File: src/rtl/uart_rx_pkg.sv
// rtl/uart_rx_pkg.sv - shared state encoding, parity constants and data-length clamp
package uart_rx_pkg;

    typedef enum logic [2:0] {
        ST_IDLE,
        ST_START,
        ST_DATA,
        ST_PARITY,
        ST_STOP,
        ST_WAIT_HIGH
    } state_t;

    localparam logic PAR_EVEN = 1'b0;
    localparam logic PAR_ODD  = 1'b1;

    localparam logic [3:0] MIN_DATA_BITS = 4'd5;

    function automatic logic [3:0] clamp_data_bits(input logic [3:0] req,
                                                   input logic [3:0] max_bits);
        if (req < MIN_DATA_BITS)
            return MIN_DATA_BITS;
        else if (req > max_bits)
            return max_bits;
        else
            return req;
    endfunction

endpackage

File: src/rtl/uart_rx_sampler.sv
// rtl/uart_rx_sampler.sv - per-bit oversampling counter and 3-sample majority vote
module uart_rx_sampler #(
    parameter int PRESCALE_W = 6
) (
    input  logic                  clk,
    input  logic                  rst,
    input  logic                  run,
    input  logic                  rx,
    input  logic [PRESCALE_W-1:0] prescale,
    output logic                  sampled_bit,
    output logic                  sample_valid,
    output logic                  bit_end
);

    localparam logic [PRESCALE_W-1:0] ONE = PRESCALE_W'(1);

    logic [PRESCALE_W-1:0] edge_cnt;
    logic [PRESCALE_W-1:0] half;
    logic                  s0;
    logic                  s1;

    assign half = prescale >> 1;

    // Held at zero while the receiver is idle so a new bit period starts cleanly.
    always_ff @(posedge clk) begin
        if (rst || !run) begin
            edge_cnt <= '0;
        end else if (edge_cnt == prescale - ONE) begin
            edge_cnt <= '0;
        end else begin
            edge_cnt <= edge_cnt + ONE;
        end
    end

    always_ff @(posedge clk) begin
        if (rst) begin
            s0 <= 1'b1;
            s1 <= 1'b1;
        end else if (run) begin
            if (edge_cnt == half - ONE)
                s0 <= rx;
            if (edge_cnt == half)
                s1 <= rx;
        end
    end

    // Third sample is the live line value on the vote cycle.
    assign sampled_bit  = (s0 & s1) | (s0 & rx) | (s1 & rx);
    assign sample_valid = run && (edge_cnt == half + ONE);
    assign bit_end      = run && (edge_cnt == prescale - ONE);

endmodule

File: src/rtl/uart_rx_ext.sv
// rtl/uart_rx_ext.sv - configurable UART receiver with parity, framing and break detection
module uart_rx_ext
    import uart_rx_pkg::*;
#(
    parameter int DATA_WIDTH  = 8,
    parameter int PRESCALE_W  = 6,
    parameter int SYNC_STAGES = 2
) (
    input  logic                  clk,
    input  logic                  rst,
    input  logic                  rx_in,
    input  logic [PRESCALE_W-1:0] prescale,
    input  logic [3:0]            data_bits,
    input  logic                  par_en,
    input  logic                  par_type,
    input  logic                  stop_bits,
    output logic [DATA_WIDTH-1:0] p_data,
    output logic                  data_valid,
    output logic                  parity_error,
    output logic                  framing_error,
    output logic                  break_detect
);

    logic [SYNC_STAGES-1:0] sync_reg;
    logic                   rx;
    logic                   rx_prev;

    state_t                  state;
    logic [PRESCALE_W-1:0]   cfg_prescale;
    logic [3:0]              cfg_bits;
    logic                    cfg_par_en;
    logic                    cfg_par_type;
    logic                    cfg_stop2;
    logic [3:0]              bit_cnt;
    logic [DATA_WIDTH-1:0]   shift_reg;
    logic                    par_acc;
    logic                    par_bit;
    logic                    par_err;
    logic                    frm_err;
    logic                    stop_idx;
    logic                    first_stop;

    logic run;
    logic sampled_bit;
    logic sample_valid;
    logic bit_end;
    logic last_data;
    logic final_stop;
    logic first_stop_bit;
    logic frm_now;
    logic is_break;

    always_ff @(posedge clk) begin
        if (rst) begin
            sync_reg <= '1;
            rx_prev  <= 1'b1;
        end else begin
            sync_reg <= {sync_reg[SYNC_STAGES-2:0], rx_in};
            rx_prev  <= rx;
        end
    end

    assign rx  = sync_reg[SYNC_STAGES-1];
    assign run = (state != ST_IDLE) && (state != ST_WAIT_HIGH);

    uart_rx_sampler #(
        .PRESCALE_W (PRESCALE_W)
    ) u_sampler (
        .clk          (clk),
        .rst          (rst),
        .run          (run),
        .rx           (rx),
        .prescale     (cfg_prescale),
        .sampled_bit  (sampled_bit),
        .sample_valid (sample_valid),
        .bit_end      (bit_end)
    );

    assign last_data      = (bit_cnt == cfg_bits - 4'd1);
    assign final_stop     = !cfg_stop2 || stop_idx;
    assign first_stop_bit = stop_idx ? first_stop : sampled_bit;
    assign frm_now        = frm_err || !sampled_bit;
    assign is_break       = (shift_reg == '0) && !(cfg_par_en && par_bit) && !first_stop_bit;

    always_ff @(posedge clk) begin
        if (rst) begin
            state         <= ST_IDLE;
            cfg_prescale  <= '0;
            cfg_bits      <= MIN_DATA_BITS;
            cfg_par_en    <= 1'b0;
            cfg_par_type  <= PAR_EVEN;
            cfg_stop2     <= 1'b0;
            bit_cnt       <= '0;
            shift_reg     <= '0;
            par_acc       <= 1'b0;
            par_bit       <= 1'b0;
            par_err       <= 1'b0;
            frm_err       <= 1'b0;
            stop_idx      <= 1'b0;
            first_stop    <= 1'b1;
            p_data        <= '0;
            data_valid    <= 1'b0;
            parity_error  <= 1'b0;
            framing_error <= 1'b0;
            break_detect  <= 1'b0;
        end else begin
            data_valid    <= 1'b0;
            parity_error  <= 1'b0;
            framing_error <= 1'b0;
            break_detect  <= 1'b0;

            case (state)
                ST_IDLE: begin
                    if (rx_prev && !rx) begin
                        state        <= ST_START;
                        cfg_prescale <= prescale;
                        cfg_bits     <= clamp_data_bits(data_bits, 4'(DATA_WIDTH));
                        cfg_par_en   <= par_en;
                        cfg_par_type <= par_type;
                        cfg_stop2    <= stop_bits;
                        bit_cnt      <= '0;
                        shift_reg    <= '0;
                        par_acc      <= 1'b0;
                        par_bit      <= 1'b0;
                        par_err      <= 1'b0;
                        frm_err      <= 1'b0;
                        stop_idx     <= 1'b0;
                        first_stop   <= 1'b1;
                    end
                end

                ST_START: begin
                    if (sample_valid && sampled_bit)
                        state <= ST_IDLE;
                    else if (bit_end)
                        state <= ST_DATA;
                end

                ST_DATA: begin
                    if (sample_valid) begin
                        for (int i = 0; i < DATA_WIDTH; i++) begin
                            if (bit_cnt == 4'(i))
                                shift_reg[i] <= sampled_bit;
                        end
                        par_acc <= par_acc ^ sampled_bit;
                    end
                    if (bit_end) begin
                        if (last_data)
                            state <= cfg_par_en ? ST_PARITY : ST_STOP;
                        else
                            bit_cnt <= bit_cnt + 4'd1;
                    end
                end

                ST_PARITY: begin
                    if (sample_valid) begin
                        par_bit <= sampled_bit;
                        par_err <= sampled_bit != ((cfg_par_type == PAR_ODD) ? ~par_acc : par_acc);
                    end
                    if (bit_end)
                        state <= ST_STOP;
                end

                // Completes on the final stop vote, not at bit end, so back-to-back frames line up.
                ST_STOP: begin
                    if (sample_valid) begin
                        if (!final_stop) begin
                            stop_idx   <= 1'b1;
                            first_stop <= sampled_bit;
                            frm_err    <= frm_now;
                        end else begin
                            if (is_break) begin
                                break_detect <= 1'b1;
                                state        <= ST_WAIT_HIGH;
                            end else begin
                                p_data <= shift_reg;
                                state  <= ST_IDLE;
                                if (par_err || frm_now) begin
                                    parity_error  <= par_err;
                                    framing_error <= frm_now;
                                end else begin
                                    data_valid <= 1'b1;
                                end
                            end
                        end
                    end
                end

                ST_WAIT_HIGH: begin
                    if (rx)
                        state <= ST_IDLE;
                end

                default: state <= ST_IDLE;
            endcase
        end
    end

endmodule

File: config.mk
export PLATFORM = sky130hd
export DESIGN_NAME = uart_rx_ext
export DESIGN_NICKNAME = d
export VERILOG_FILES = /design/src/rtl/uart_rx_pkg.sv /design/src/rtl/uart_rx_sampler.sv /design/src/rtl/uart_rx_ext.sv
export SDC_FILE = /design/constraint.sdc
export NUM_CORES = 1
export LEC_CHECK = 0
export CAP_MARGIN = 40
export CORE_ASPECT_RATIO = 0.7
export CORE_UTILIZATION = 35
export CTS_CLUSTER_DIAMETER = 200
export DETAILED_ROUTE_END_ITERATION = 12
export PLACE_DENSITY = 0.57
export SKIP_LAST_GASP = 1
export SYNTH_ARGS = -nofsm -noshare
export SYNTH_HDL_FRONTEND = slang
export SYNTH_HIERARCHICAL = 1
export SYNTH_SLANG_ARGS = --single-unit
File: constraint.sdc
create_clock -name clk -period 2.7 [get_ports clk]
set_input_delay 0.405 -clock clk [delete_from_list [all_inputs] [get_ports clk]]
set_output_delay 0.405 -clock clk [all_outputs]
set_load 0.01 [all_outputs]
# After elaboration in Yosys (flattened, before gate mapping)
# Cells that the tools add are included.
# op_classes
add_sub_neg	6
order_cmp	2
n_eq_ne	39
mux	50
bitwise	12
n_reduce_logical	46
# op_table
operator	n
$reduce_and 4->1	11
$ne 2x2->1 const B	19
$mux 3	11
$mux 1	23
$mux 4	5
$eq 6x6->1	3
$pmux 3 s6	1
$eq 4x3->1 const B	4
$mux 8	2
$pmux 8 s2	1
$pmux 1 s2	6
$eq 4x2->1 const B	2
$logic_and 1x1->1	8
$logic_not 8->1	1
$pmux 4 s2	1
$reduce_and 8->1	1
$add 5x1->6 const B	1
$add 6x1->6 const B	1
$eq 3x2->1 const B	2
$eq 3x3->1 const B	2
$eq 6x5->1	1
$logic_not 1->1	6
$ne 3x3->1 const B	2
$not 1->1	6
24 further kinds	35
# totals
reg_bits	57
in_bits	16
out_inout_bits	12

# Longest topological paths before layout
# Gate-level depths: netlist of run 1.
# depth
ltp_word	10
depth_mapped	13
mapped_depth_nobuf	12

# Modules after synthesis
# Netlist of run 1, hierarchy kept.
# modules_own_cells
mod	n_inst	cells_each	area_per_inst_um2
uart_rx_ext	1	278	2242.2
uart_rx_sampler	1	102	834.6

# Worst setup path before layout of run 1
# No wires, ideal clock.
# synth_path
kind	flip-flop to flip-flop
startpoint	register cfg_prescale[2]
endpoint	register bit_cnt[3]
setup_time_ps	115
arrival_ps	2464
path_slack_ps	121
path_stages_with_launch	14
path_buffers	1
path_cell_list	dfxtp_1 -> buf_2 -> inv_2 -> ha_1 -> a21boi_0 -> xnor2_1 -> nand3_1 -> a211oi_4 -> and2_1 -> nand2_1 -> nand3_1 -> nand2_1 -> o31a_1 -> o21a_1
# synth_via
elab_chain_cells	5
# synth_lines
item	line_no	source
from (decl)	uart_rx_ext.sv:29	logic [PRESCALE_W-1:0] cfg_prescale;
from (signal assigned)	uart_rx_ext.sv:116	cfg_prescale <= prescale;
$sub 6x1->6	uart_rx_sampler.sv:50	assign bit_end = run && (edge_cnt == prescale - ONE);
$eq 6x6->1	uart_rx_sampler.sv:50	
$logic_and 1x1->1	uart_rx_sampler.sv:50	
net bit_end	uart_rx_ext.sv:46	logic bit_end;
$ne 2x2->1 (no source line)	-	
$reduce_and 4->1 (no source line)	-	
to (signal assigned)	uart_rx_ext.sv:151	bit_cnt <= bit_cnt + 4'd1;
to (decl)	uart_rx_ext.sv:34	logic [3:0] bit_cnt;
# The timed path passes the listed nets, and every way through them passes these cells.
# A chain may end at the register's enable or synchronous reset.

# Worst setup path after layout of run 1
# layout_path
startpoint	register cfg_prescale[1]
endpoint	register bit_cnt[3]
# The elaborated chain is that of the path after synthesis.

==> impl_results.rst, run 1 <==
.. list-table::
   :header-rows: 1

   * - Metric
     - Value
   * - Yosys warns
     - 6
   * - Required time at the worst-slack endpoint
     - ~3 ns
   * - Worst Path Buf+Inv
     - 1
   * - Remaining global-route overflow
     - 0
   * - Post-route fraction of the period consumed by the critical path
     - 92.0%
   * - Number of instances in the synthesized netlist
     - 380
   * - Total global routing track utilization
     - between 10% and 20%
   * - Clock tree from TritonCTS
     - yes
   * - Synth Register Bits
     - 57
   * - Post-route DRC violation count
     - 0
   * - Standard-cell row count
     - 28
   * - Number of sinks driven by the clock tree
     - 57
   * - Slowest Stage Delay on Critical Path
     - ~0.5 ns
   * - Capturing element type of the critical path
     - register
   * - Clock skew
     - 0.00666 ns
   * - Synthesized netlist net count
     - slightly above 400
   * - Die W
     - ~110 um
   * - Post-synthesis to final-layout area growth
     - 24.7%
   * - Total standard cell area after synthesis
     - just over 3000 um2
   * - Largest net degree at the start of global routing
     - 37
   * - Max Slew Vio Count
     - 0
   * - Crit-path leading delay family
     - simple AND/OR/NAND/NOR gates
   * - CP Data Arrival Time
     - 2.70 ns
   * - Height of the die
     - 80.4 um
   * - Most frequent cell on the critical path
     - nand2_1
   * - Share of the synthesized netlist area taken by xor and xnor gates
     - 8.99%
   * - H-tree Lvls
     - 3
   * - Weighted congestion at the end of routability-driven global placement
     - 0.846
   * - Post-Synthesis Mean Instance Area
     - roughly 8 um2
   * - Gate power share
     - about a quarter
   * - Proportion of total power due to net switching
     - 30.7%
   * - Leakage power figure
     - 1.36 nW
   * - Internal Pwr Total
     - about 1.9 mW
   * - Crit path max fanout
     - 5
   * - Placed wire-length estimate
     - between 5000 and 6000 um
   * - Synthesized-area fraction occupied by and/or/nand/nor cells
     - around 29%
   * - Arithmetic-cell share of the synthesized area counting full adders, half adders and majority gates
     - 4.39%
   * - Max cap viols
     - 0
   * - Setup Fix Bufs, Post-CTS
     - 0
   * - F_max
     - 0.403 GHz
   * - Final-layout setup total negative slack
     - 0 ns
   * - Max transition margin
     - a little under three fifths
   * - Seq pwr share
     - 34.8%
   * - Start-to-end type of the worst setup path
     - reg2reg
   * - Clock input transition at the sequential cells of the worst setup and hold paths
     - 0.05 ns
   * - Setup Viol. Count Final
     - 0
   * - Count of flip-flops with a built-in enable after synthesis
     - 0
   * - Number of port buffers
     - 27
   * - Worst Setup Start Kind
     - register
   * - Minimum clock period
     - about 2.5 ns
   * - Number of global-route vias before repair
     - approximately 2,400
   * - Clock Root Buffer
     - clkbuf_16
   * - Area used by multi-input combinational logic
     - 1790 um2
   * - Predominant post-synthesis flop cell
     - dfxtp_1
   * - Compound-cell area share of the yosys netlist
     - about 14%
   * - Effective utilization at floorplan
     - a little over a third
   * - Worst min path class
     - reg2reg
   * - Antenna violations before repair
     - 0
   * - Clk pwr share
     - approximately two fifths
   * - Net switching power
     - approximately 0.84 mW
   * - Global-route wire length before repair
     - approximately 12,000 um
   * - Sequential cell area
     - 1140 um2
   * - Clock Path Buffers
     - 2
   * - Number of nets in the finished design
     - 440
   * - Number of vias per cell after detailed routing
     - a little over 5
   * - Share of post-route cells with drive strength above 1
     - 12.6%
   * - Total design power
     - ~2.7 mW
   * - Total vias in the final route
     - approximately 2,700
   * - DR pass1 iterations
     - 5
   * - Final Hold Viols
     - 0
   * - Outcome
     - finished, final reports clean
   * - Post-detailed-route count of antenna-violating nets
     - 0
   * - Final WS setup
     - between 0.2 and 0.25 ns
   * - Main combinational cell family by area after synthesis
     - simple AND/OR/NAND/NOR gates
   * - Yosys cell types
     - 56
   * - DR iter-0 viols
     - 212
   * - Total CTS buffers
     - 9
   * - Placeable core region
     - 8480 um2
   * - Slew at the pin with the worst max-slew slack
     - between 0.6 and 0.7 ns
   * - DIE AREA
     - 9180 um2
   * - Setup repair after global routing missed its margin
     - false
   * - I/O pin cnt
     - 28
   * - Power density normalized to cell area
     - between 700 and 800 nW/um2
   * - Max IR drop VDD
     - 0.265 mV
   * - Sequence of cells on the critical path
     - inv_1, ha_1, nand2_1, or4_4, a211oi_4, and2_1, nand2_1, nand3_1, nand2_1, o31a_1, o21a_1
   * - Master of the slowest instance on the critical path
     - or4_4
   * - Post-synthesis sequential area ratio
     - a little under two fifths
   * - Portion of netlist area occupied by mux cells
     - 1.63%
   * - Count of filler cells inserted in the layout
     - about 850
   * - Routed wire length
     - around 7300 um
   * - Fraction of registers with async set/reset
     - 0%
   * - Post-placement worst setup slack
     - 0.146 ns
   * - N_diodes
     - 0
   * - Worst-skew pair later-pin latency
     - between 0.3 and 0.4 ns
   * - Routed wire length per instance
     - 13.6 um
## final timing paths
kind	startpoint	to	slack (ns)	cells past startpoint
setup / recovery	cfg_prescale[1]	bit_cnt[3]	0.22	11
hold / removal	sync_reg[0]	sync_reg[1]	0.41	1
setup reg to reg	cfg_prescale[1]	bit_cnt[3]	0.22	11
hold reg to reg	sync_reg[0]	sync_reg[1]	0.41	1
## power groups by stage
stage,clock (mW),sequential (mW),combinational (mW)
6_report,1.15,0.952,0.636
5_1_grt,1.20,0.960,0.712
4_1_cts,1.17,0.951,0.630
3_5_place_dp,0,0.969,0.625
3_3_place_gp,0,0.968,0.622
2_1_floorplan,0,0.944,0.450
## cell usage in the layout (no fill, tap or decap), types with 6 or more instances in the layout
cell type and instances:
nor3_1 12, nand3_1 27, clkdlybuf4s50_1 26, o21ai_0 8, o211ai_1 6, a31oi_1 7
xor2_1 14, dfxtp_1 57, nor4_1 6, buf_4 20, nor2_1 29, a21oi_1 33
inv_1 9, clkbuf_16 9, xnor2_1 15, nand2b_1 9, ha_1 10, nand2_1 51
## per-layer routing
metal / vias to the layer above / share of wire (%) / global-route usage [%]
met1: 1235 / 54 / 25.7
met2: 75 / 38 / 23.6
met5: - / 0 / 0
met3: 9 / 6.2 / 4.98
li1: 1396 / - / -
met4: 0 / 1.2 / 5.45
## synthesized netlist by cell type (2+ instances only)
library cell	instances	area share, %
inv_1	9	1.1
nand3_1	27	4.4
a211oi_1	2	0.49
clkbuf_1	10	1.2
nand2b_1	9	1.8
and3_1	3	0.61
nand3b_1	4	0.98
nand2_1	51	6.2
nor2b_1	4	0.81
nor2_1	29	3.5
nor4_1	6	1.2
ha_1	10	4.1
nor3b_1	5	1.2
nor3_1	12	2.0
xor2_1	14	4.0
a21oi_1	33	5.4
o211ai_1	6	1.5
mux2i_1	5	1.6
buf_2	11	1.8
or3_1	3	0.61
o21ai_0	8	1.3
xnor2_1	15	4.3
a31oi_1	7	1.4
dfxtp_1	57	37
nand4_1	5	1.0
or2_2	5	1.0
## through the flow
step                      hold slack [ns]  cells  instance area, um2  util, %
final                               0.406    539                3840     45.3
after floorplan                     0.389    380                3080        -
after CTS                           0.407    539                3830     45.2
after global routing                0.423    539                3840     45.3
after global placement              0.396    523                3530     41.6
after detailed placement            0.396    523                3530     41.6
## cell type report
type                            instances  share of cell area [%]
Multi-Input combinational cell        289                    46.6
Sequential cell                        57                    29.7
Tap cell                              120                    3.91
Inverter                               10                   0.978
Timing Repair Buffer                   47                    10.8
Clock inverter                          6                    1.76
Clock buffer                           10                    6.23
## kinds of logic (layout without fill, tap and decap cells)
group           Yosys count  in the layout
simple gates            174            174
compound gates           69             69
flops                    57             57
buf+inv                  34             73
xor+xnor                 30             30
fa+ha+maj                11             11
mux                       5              5
## repair_timing
item,4_1_cts,5_1_grt
endpoints found under the setup margin,0,5
gates resized for setup,0,3
hold buffers,0,0
Note: power is estimated with default switching activity, not from simulation.
==> run 2: changes to the inputs <==
SETUP_SLACK_MARGIN = 0.2   (was not set)
==> impl_results.rst, run 2 (synthesis results as in run 1) <==
.. list-table::
   :header-rows: 1

   * - Metric
     - Value
   * - Number of global-route vias before repair
     - between 2,000 and 3,000
   * - Final-layout setup total negative slack
     - 0 ns
   * - F_max
     - about 0.41 GHz
   * - Number of sinks driven by the clock tree
     - 57
   * - R2r endpoint
     - bit_cnt[3]
   * - Required time at the worst-slack endpoint
     - about 2.9 ns
   * - Post-detailed-route count of antenna-violating nets
     - 0
   * - Worst-skew pair later-pin latency
     - 0.33 ns
   * - Antenna violations before repair
     - 0
   * - Max transition margin
     - between 40% and 50%
   * - Total global routing track utilization
     - 18.3%
   * - Power density normalized to cell area
     - approximately 750 nW/um2
   * - Routed wire length per instance
     - roughly 14 um
   * - Leakage power figure
     - ~1.4 nW
   * - Slack of the worst reg-to-reg path
     - about 0.28 ns
   * - Crit path max fanout
     - 5
   * - Number of hold buffers added after CTS
     - 0
   * - Clock input transition at the sequential cells of the worst setup and hold paths
     - around 0.06 ns
   * - Max cap viols
     - 0
   * - Clock Root Buffer
     - clkbuf_16
   * - Post-placement worst setup slack
     - between 0.15 and 0.2 ns
   * - Routed wire length
     - 7700 um
   * - Reg-to-reg critical path startpoint
     - cfg_prescale[0]
   * - Clock Path Buffers
     - 2
   * - Post-synthesis to final-layout area growth
     - 28.3%
   * - N_diodes
     - 0
   * - DIE AREA
     - roughly 9000 um2
   * - Max Slew Vio Count
     - 0
   * - Global-route wire length before repair
     - 13,000 um
   * - Die W
     - around 110 um
   * - Standard-cell row count
     - 28
   * - Weighted congestion at the end of routability-driven global placement
     - between 0.8 and 0.9
   * - Outcome
     - finished, final reports clean
   * - Largest net degree at the start of global routing
     - 40
   * - Number of nets in the finished design
     - 442
   * - CP Data Arrival Time
     - 2.65 ns
   * - Total CTS buffers
     - 9
   * - DR pass1 iterations
     - 5
   * - Setup repair after global routing missed its margin
     - true
   * - Share of post-route cells with drive strength above 1
     - around 16%
   * - Hold Path Origin
     - sync_reg[0]
   * - Capturing element type of the critical path
     - register
   * - Total design power
     - 2.97 mW
   * - Placed wire-length estimate
     - around 5400 um
   * - Height of the die
     - between 80 and 90 um
   * - Max IR drop VDD
     - a little over 0.3 mV
   * - Final WS setup
     - between 0.2 and 0.3 ns
   * - Worst Setup Start Kind
     - register
   * - Placeable core region
     - about 8500 um2
   * - Post-route DRC violation count
     - 0
   * - Most common cell after layout, fill and taps aside
     - dfxtp_1
   * - H-tree Lvls
     - 3
   * - DR iter-0 viols
     - approximately 160
   * - Remaining global-route overflow
     - 0
   * - Number of port buffers
     - 27
   * - Depth of the worst register-to-register path
     - 11
   * - Minimum clock period
     - roughly 2.4 ns
   * - Clock skew
     - just under 0.005 ns
   * - Total vias in the final route
     - 2,750
   * - Effective utilization at floorplan
     - around 36%
   * - Number of vias per cell after detailed routing
     - 5.08
   * - Worst hold slack
     - around 0.41 ns
   * - Worst min path class
     - reg2reg
   * - Start-to-end type of the worst setup path
     - reg2reg
   * - Setup Viol. Count Final
     - 0
   * - Final Hold Viols
     - 0
   * - I/O pin cnt
     - 28
   * - Post-placement cell area
     - about 3500 um2
   * - Worst hold path cell count
     - 1
   * - Slew at the pin with the worst max-slew slack
     - 0.750 ns
   * - Clock tree from TritonCTS
     - yes
   * - Highest-count cells in the layout ignoring fill and taps
     - dfxtp_1, nand2_1, a21oi_1
   * - Post-route fraction of the period consumed by the critical path
     - 89.7%
   * - Final instance area
     - between 3000 and 4000 um2
   * - Worst min-delay path endpoint
     - sync_reg[1]
## run 2: cell count changes in the layout (fill, tap and decap cells not counted), sizes merged
cell	delta
buf	+2
bufinv	+2
clkbuf	-1
clkinv	-1
clkinvlp	-2
inv	+2
## run 2: stage by stage
step           utilization [%]  cells
3_5_place_dp              41.6    523
3_3_place_gp              41.6    523
4_1_cts                   45.8    539
5_1_grt                   46.6    541
6_report                  46.6    541
2_1_floorplan                -    380
## run 2: worst max-delay path by stage
stage	start	end	depth (start not counted)
finish	cfg_prescale[0]	bit_cnt[3]	11
floorplan	cfg_prescale[2]	bit_cnt[3]	13
global placement	cfg_prescale[3]	state[1]	10
CTS	cfg_prescale[0]	bit_cnt[3]	11
global route	cfg_prescale[2]	state[1]	11
detailed placement	cfg_prescale[2]	bit_cnt[3]	12
## run 2: final cells by class
type                       count  area [um2]
fill                         832        4530
multi-input combinational    289        1830
sequential                    57        1150
timing repair buffer          49         430
clock buffer                   9         225
tap                          120         150
clock inverter                 7         125
inverter                      10        37.5
## run 2: metal layers
layer | global-route usage, % | vias to the layer above | wire length (um)
met2 | 25.3 | 72 | 3090
li1 | - | 1398 | -
met4 | 7.01 | 0 | 109
met5 | 0 | - | 0
met3 | 4.91 | 9 | 444
met1 | 26.6 | 1271 | 4060
## run 2: worst max-delay path, stage by stage (launching register included)
cell	delay, ns
dfxtp_4	0.37
inv_2	0.07
ha_4	0.15
nand2_1	0.05
or4_4	0.50
a211oi_4	0.29
and2_4	0.18
nand2_1	0.06
nand3_2	0.11
nand2_2	0.09
o31a_1	0.27
o21a_1	0.18
## run 2: where the power goes
| group | leakage (nW) | total [mW] | switching, mW | internal [mW] |
|---|---|---|---|---|
| combinational | 0.787 | 0.673 | 0.384 | 0.289 |
| clock | 0.171 | 1.34 | 0.427 | 0.910 |
| sequential | 0.464 | 0.956 | 0.0688 | 0.888 |
## run 2: repair_timing
item	4_1_cts	5_1_grt
buffers inserted	0	2
endpoints found under the setup margin	4	16
gates resized for setup	3	14
endpoints found under the hold margin	0	0
pin swaps	0	3
==> run 3: changes to the inputs <==
CTS_CLUSTER_SIZE = 25   (was not set)
==> results of run 3 <==
The final DEF is identical to that of run 2; final timing and power are the same.
